==> src/rtl/i_cache_loader.sv <==
// -----------------------------------------------------------------------------
// i_cache_loader
//
// Boot-time filler for the instruction memory. Receives an 8-bit valid/ready
// byte stream, assembles little-endian 32-bit words and drives the memory
// write port. The core is held in reset (core_rst_n low) until the image has
// been loaded.
//
// Stream format: LEN_LO, LEN_HI (16-bit word count), 4*LEN payload bytes,
// then one checksum byte when I_CACHE_LOADER_CHECKSUM_EN is defined.
//
// Optional feature macro: I_CACHE_LOADER_CHECKSUM_EN
//   defined     -> CHK state compares a trailing byte against the XOR of all
//                  payload bytes; mismatch ends in ERR (words stay written).
//   not defined -> no CHK state; err only for len > MaxWords.
//
// Handshake: a byte transfers on a rising edge where s_valid & s_ready are
// both high. s_ready depends only on the FSM state, never on s_valid.
//
// Ports
//   clk         in   1    clock, rising edge
//   rst_n       in   1    asynchronous active-low reset
//   start       in   1    begins a load; honoured in IDLE, DONE, ERR only
//   s_data      in   8    stream byte
//   s_valid     in   1    stream byte valid
//   s_ready     out  1    loader accepts a byte (LEN0..CHK)
//   mem_we      out  1    one-cycle word write strobe
//   mem_waddr   out  DPW  word byte address (BaseAddr + 4*word_idx)
//   mem_wdata   out  DPW  assembled word, byte k at bits [8k+7:8k]
//   busy        out  1    load in progress
//   done        out  1    image loaded, held until next start
//   err         out  1    load failed, held until next start
//   core_rst_n  out  1    core reset, high only in DONE
// -----------------------------------------------------------------------------
module i_cache_loader #(
    parameter int             DPW      = 32,
    parameter int             Depth    = 32,
    parameter logic [DPW-1:0] BaseAddr = '0
) (
    input  logic           clk,
    input  logic           rst_n,
    input  logic           start,
    input  logic [7:0]     s_data,
    input  logic           s_valid,
    output logic           s_ready,
    output logic           mem_we,
    output logic [DPW-1:0] mem_waddr,
    output logic [DPW-1:0] mem_wdata,
    output logic           busy,
    output logic           done,
    output logic           err,
    output logic           core_rst_n
);

    localparam int MaxWords = Depth / 4;
    localparam int WIW      = $clog2(MaxWords + 1);

    localparam logic [2:0] S_IDLE = 3'd0;
    localparam logic [2:0] S_LEN0 = 3'd1;
    localparam logic [2:0] S_LEN1 = 3'd2;
    localparam logic [2:0] S_DATA = 3'd3;
    localparam logic [2:0] S_CHK  = 3'd4;
    localparam logic [2:0] S_DONE = 3'd5;
    localparam logic [2:0] S_ERR  = 3'd6;

`ifdef I_CACHE_LOADER_CHECKSUM_EN
    // Payload end leads to the checksum byte.
    localparam logic [2:0] S_AFTER = S_CHK;
`else
    localparam logic [2:0] S_AFTER = S_DONE;
`endif

    logic [2:0]     state;
    logic [15:0]    len;
    logic [1:0]     byte_cnt;
    logic [WIW-1:0] word_idx;
    logic [23:0]    word_buf;   // lower three bytes of the word being built
    logic           xfer;
    logic [15:0]    len_full;
    logic           last_word;
`ifdef I_CACHE_LOADER_CHECKSUM_EN
    logic [7:0]     csum;
`endif

    assign s_ready    = (state == S_LEN0) || (state == S_LEN1) ||
                        (state == S_DATA) || (state == S_CHK);
    assign busy       = s_ready;
    assign done       = (state == S_DONE);
    assign err        = (state == S_ERR);
    assign core_rst_n = (state == S_DONE);

    assign xfer      = s_valid && s_ready;
    assign len_full  = {s_data, len[7:0]};
    // len is known nonzero and <= MaxWords whenever DATA is active.
    assign last_word = (16'(word_idx) == (len - 16'd1));

    always_ff @(posedge clk or negedge rst_n) begin
        if (!rst_n) begin
            state     <= S_IDLE;
            len       <= '0;
            byte_cnt  <= '0;
            word_idx  <= '0;
            word_buf  <= '0;
            mem_we    <= 1'b0;
            mem_waddr <= '0;
            mem_wdata <= '0;
`ifdef I_CACHE_LOADER_CHECKSUM_EN
            csum      <= '0;
`endif
        end else begin
            mem_we <= 1'b0;
            case (state)
                S_IDLE, S_DONE, S_ERR: begin
                    if (start) begin
                        state    <= S_LEN0;
                        byte_cnt <= '0;
                        word_idx <= '0;
                        word_buf <= '0;
`ifdef I_CACHE_LOADER_CHECKSUM_EN
                        csum     <= '0;
`endif
                    end
                end
                S_LEN0: begin
                    if (xfer) begin
                        len[7:0] <= s_data;
                        state    <= S_LEN1;
                    end
                end
                S_LEN1: begin
                    if (xfer) begin
                        len[15:8] <= s_data;
                        if (len_full > 16'(MaxWords)) begin
                            state <= S_ERR;
                        end else if (len_full == 16'd0) begin
                            state <= S_AFTER;
                        end else begin
                            state <= S_DATA;
                        end
                    end
                end
                S_DATA: begin
                    if (xfer) begin
`ifdef I_CACHE_LOADER_CHECKSUM_EN
                        csum <= csum ^ s_data;
`endif
                        byte_cnt <= byte_cnt + 2'd1;
                        if (byte_cnt == 2'd3) begin
                            // Fourth byte goes straight into the write data,
                            // so the strobe lands on the very next cycle.
                            mem_we    <= 1'b1;
                            mem_wdata <= DPW'({s_data, word_buf});
                            mem_waddr <= BaseAddr + DPW'({word_idx, 2'b00});
                            word_idx  <= word_idx + {{(WIW-1){1'b0}}, 1'b1};
                            word_buf  <= '0;
                            if (last_word) begin
                                state <= S_AFTER;
                            end
                        end else begin
                            word_buf[{byte_cnt, 3'b000} +: 8] <= s_data;
                        end
                    end
                end
`ifdef I_CACHE_LOADER_CHECKSUM_EN
                S_CHK: begin
                    if (xfer) begin
                        state <= (s_data == csum) ? S_DONE : S_ERR;
                    end
                end
`endif
                default: state <= S_IDLE;
            endcase
        end
    end

endmodule

==> config.mk <==
export PLATFORM = sky130hd
export DESIGN_NAME = i_cache_loader
export DESIGN_NICKNAME = d
export VERILOG_FILES = /design/src/rtl/i_cache_loader.sv
export SDC_FILE = /design/constraint.sdc
export NUM_CORES = 1
export LEC_CHECK = 0
export CAP_MARGIN = 0
export CORE_MARGIN = 2
export CORE_UTILIZATION = 38
export DETAILED_ROUTE_END_ITERATION = 12
export DONT_BUFFER_PORTS = 1
export GPL_ROUTABILITY_DRIVEN = 0
export PLACE_DENSITY = 0.48
export REMOVE_ABC_BUFFERS = 1
export SLEW_MARGIN = 20
export SYNTH_ARGS = -nofsm -noshare
export SYNTH_HDL_FRONTEND = slang
export SYNTH_SLANG_ARGS = --single-unit
==> constraint.sdc <==
create_clock -name clk -period 3.05 [get_ports clk]
set_input_delay 0.305 -clock clk [delete_from_list [all_inputs] [get_ports clk]]
set_output_delay 0.305 -clock clk [all_outputs]
set_load 0.02 [all_outputs]
==> summary.md <==
| Metric | Value |
|---|---|
| Status | complete, no violations |
| Wire length on met3 | 458 µm |
| Logic pwr share | 30.4% |
| Clock sink count | 86 |
| DP Wirelength | 6.05 mm |
| Initial core utilization | 38.8% |
| FFs w/ async S/R, synth | 100% |
| Largest net degree at the start of global routing | 87 |
| Worst-path clk slew | roughly 90 ps |
| Final #Nets | 433 |
| Critical Path AT | ~2500 ps |
| Residual DRC count | 0 |
| Total track usage | 16.5% |
| Clock power frac | a little under a quarter |
| Setup Crit Path Kind | reg2reg |
| Family with the most delay on the worst path | simple AND/OR/NAND/NOR gates |
| Final setup fails | 0 |
| Hold Path Origin | s_data[1] |
| Routed wl met2 | a little over 4 mm |
| Synth top area share | 51.7% |
| Row Count | 38 |
| Area growth from synthesis to layout | 5.02% |
| CTS buffer count | 9 |
| Post-synthesis adder-cell area fraction | 1.80% |
| VDD IR max | roughly 480 µV |
| Fin crit share | 74.0% |
| Synth area leader | dfrtp_1 |
| Max cap viols | 0 |
| GRT overflow | 0 |
| Largest family of logic cells by synthesized area | simple AND/OR/NAND/NOR gates |
| Register area share after synthesis | 51.7% |
| Post-CTS Resized | 0 |
| Vias in the first global route | 2774 |
| Synth Instances | 421 |
| Most frequent cell after synthesis | nand2_1 |
| Fmax | 0.443 GHz |
| Setup TNS | 0 ps |
| Top layer in use | met4 |
| Power density over the cells | 862 nW/µm² |
| DRT met1 WL | about 4.4 mm |
| Final core utilization | between 40% and 50% |
| CP Capture Type | flip-flop |
| CP cell instances | nor2b_1 > a22oi_1 > mux2i_4 > and2_1 > a22o_1 |
| ANT cells | 0 |
| Internal Power | 2330 µW |
| R2r startpoint | state[2]$_DFFE_PN0P_ |
| Switching power | between 1000 and 1500 µW |
| Vias/cell | 4.97 |
| Port bufs | 0 |
| Mapped cell area | 4160 µm² |
| Synth Area in XOR/XNOR | under 10% |
| Clock Tree Buf Depth | 2 |
| Initial antenna violation count | 0 |
| I/O pins | between 80 and 90 |
| Root Driver | clkbuf_8 |
| Worst-skew pair later-pin latency | 350 ps |
| Core region area | approximately 11000 µm² |
| Chip height | ~110 µm |
| Synth Area per Inst | between 9 and 10 µm² |
| Top FF cell, synth | dfrtp_1 |
| WP buf/inv | 0 |
| Routed vias | 2784 |
| Synth Area in Simple Gates | 21.2% |
| Final clock skew | roughly 14 ps |
| Rel. slew slack | about two fifths |
| TritonCTS clock tree | yes |
| RSZ-0062 raised after global routing | no |
| Post-synth cell types | 50 |
| Global-route wire length before repair | 14.9 mm |
| Post-route ant nets | 0 |
| CP max stage delay | 550 ps |
| Area contributors post-synth | dfrtp_1 (52%), nand2_1 (12%), buf_4 (5.6%), mux2_2 (4.1%), a22o_1 (3.4%) |
| Largest fanout on the critical path | 15 |
| Reg power frac | 46.1% |
| Final Max Tran Viols | 0 |
| Starting DRT DRC Count | between 150 and 200 |
| Post-synthesis compound-gate area fraction | a little under a tenth |
| Req. time, crit path | between 3000 and 4000 ps |
| Hold Fails Final Rpt | 0 |
| Sw Ratio | approximately two fifths |
| DIE AREA | 11800 µm² |
| Share of cells above drive strength 1 | 11.9% |
| Worst slew pin tran | between 800 and 900 ps |
| #FFs+latches synth | 86 |
| Mux contribution to synthesized area | 4.84% |
| Pleak | around 0.0021 µW |
| Synth cell count leaders | nand2_1 (133), dfrtp_1 (86), buf_4 (31) |
| Worst Setup Start Kind | flip-flop |
| Die width | 109 µm |
| Drt pass-1 iters | 4 |
| CTS H-tree lvls | 3 |
| Worst hold path class | in2reg |
| Detailed Route WL | 9.04 mm |
| CP max stage cell | dfrtp_1 |
| EDFF count, synth | 0 |
| Yosys Warn Count | 0 |
| WL/cell | 16.1 µm |
| Crit. Startpoint | state[2]$_DFFE_PN0P_ |
| Crit path time final | between 2000 and 2500 ps |
==> logic make-up (layout without fill, tap and decap cells) <==
kind of cell / after synthesis / in the layout
AO/OA/AOI/OAI: 51 / 51
other: 1 / 28
flip-flops: 86 / 86
buffers and inverters: 57 / 29
XOR/XNOR: 10 / 10
AND/OR/NAND/NOR: 193 / 193
multiplexers: 17 / 17
adder cells (fa/ha/maj): 6 / 6
==> placed cells by master (no fill, tap or decap), drive strengths merged, types with 3 or more instances in the layout <==
cell type,n
nand2,133
dfrtp,86
conb,28
o21ai,18
a22o,16
nor2,16
mux2,15
clkbuf,11
nor3,10
inv,7
and3,6
ha,6
nand3,6
xor2,5
xnor2,5
buf,5
a21oi,4
or3,3
nand4,3
nor4b,3
nor4,3
a32o,3
==> state kept, by name (all words and copies together), names as in the netlist <==
signal,count
word_idx,4
word_buf,24
len,16
mem_waddr,4
byte_cnt,2
mem_wdata,32
mem_we,1
state,3
==> through the flow <==
stage	power, µW	cells	hold WS (ps)	cell area (µm²)	worst slack (ps)
after detailed placement	2880	542	11.6	4120	808
after floorplan	2610	398	9.41	3920	287
after global placement	2860	542	11.9	4120	857
final	3770	560	51.1	4370	794
after CTS	3810	560	37.1	4370	778
after global routing	4030	560	38.1	4370	598
==> worst register-to-register path, cell delays in order (launching register included) <==
cell     delay (ps)
dfrtp_1         550
nor2b_1         370
a22oi_1         160
mux2i_4         490
and2_1          430
a22o_1          180
==> final timing paths <==
path	endpoint	cells after the start	slack [ps]
setup / recovery	word_buf[3]$_DFFE_PN0P_	5	790
hold / removal	mem_wdata[25]$_DFFE_PN0P_	2	50
setup reg to reg	word_buf[3]$_DFFE_PN0P_	5	790
hold reg to reg	mem_wdata[16]$_DFFE_PN0P_	2	470
max in group asynchronous	word_buf[0]$_DFFE_PN0P_	2	2190
min in group asynchronous	mem_wdata[9]$_DFFE_PN0P_	2	510
==> power groups by stage <==
| stage | registers, µW | logic, µW | clock network (µW) |
|---|---|---|---|
| global route | 1790 | 1290 | 960 |
| detailed placement | 1760 | 1120 | 0 |
| global placement | 1760 | 1100 | 0 |
| finish | 1740 | 1150 | 886 |
| floorplan | 1680 | 939 | 0 |
| CTS | 1740 | 1160 | 915 |
==> final cells by class <==
type                    count  area (µm²)
clock inverters             5        83.8
multi-input cells         305        1740
flip-flops and latches     86        2150
clock buffers              11         131
inverters                   7        26.3
fillers                  1109        6370
well taps                 140         175
repair buffers              6        67.6
==> routing by layer <==
| layer | GRT usage (%) | vias up |
|---|---|---|
| met1 | 23.3 | 1367 |
| met3 | 4.24 | 6 |
| met4 | 4.95 | 0 |
| met2 | 25.1 | 73 |
| li1 | - | 1338 |
| met5 | 0 | - |
==> repair_timing <==
item                                   CTS  global route
endpoints found under the hold margin   86             0
buffers inserted                         0             0
hold buffers                             2             0
No activity file was read; power rests on OpenSTA's default activity.
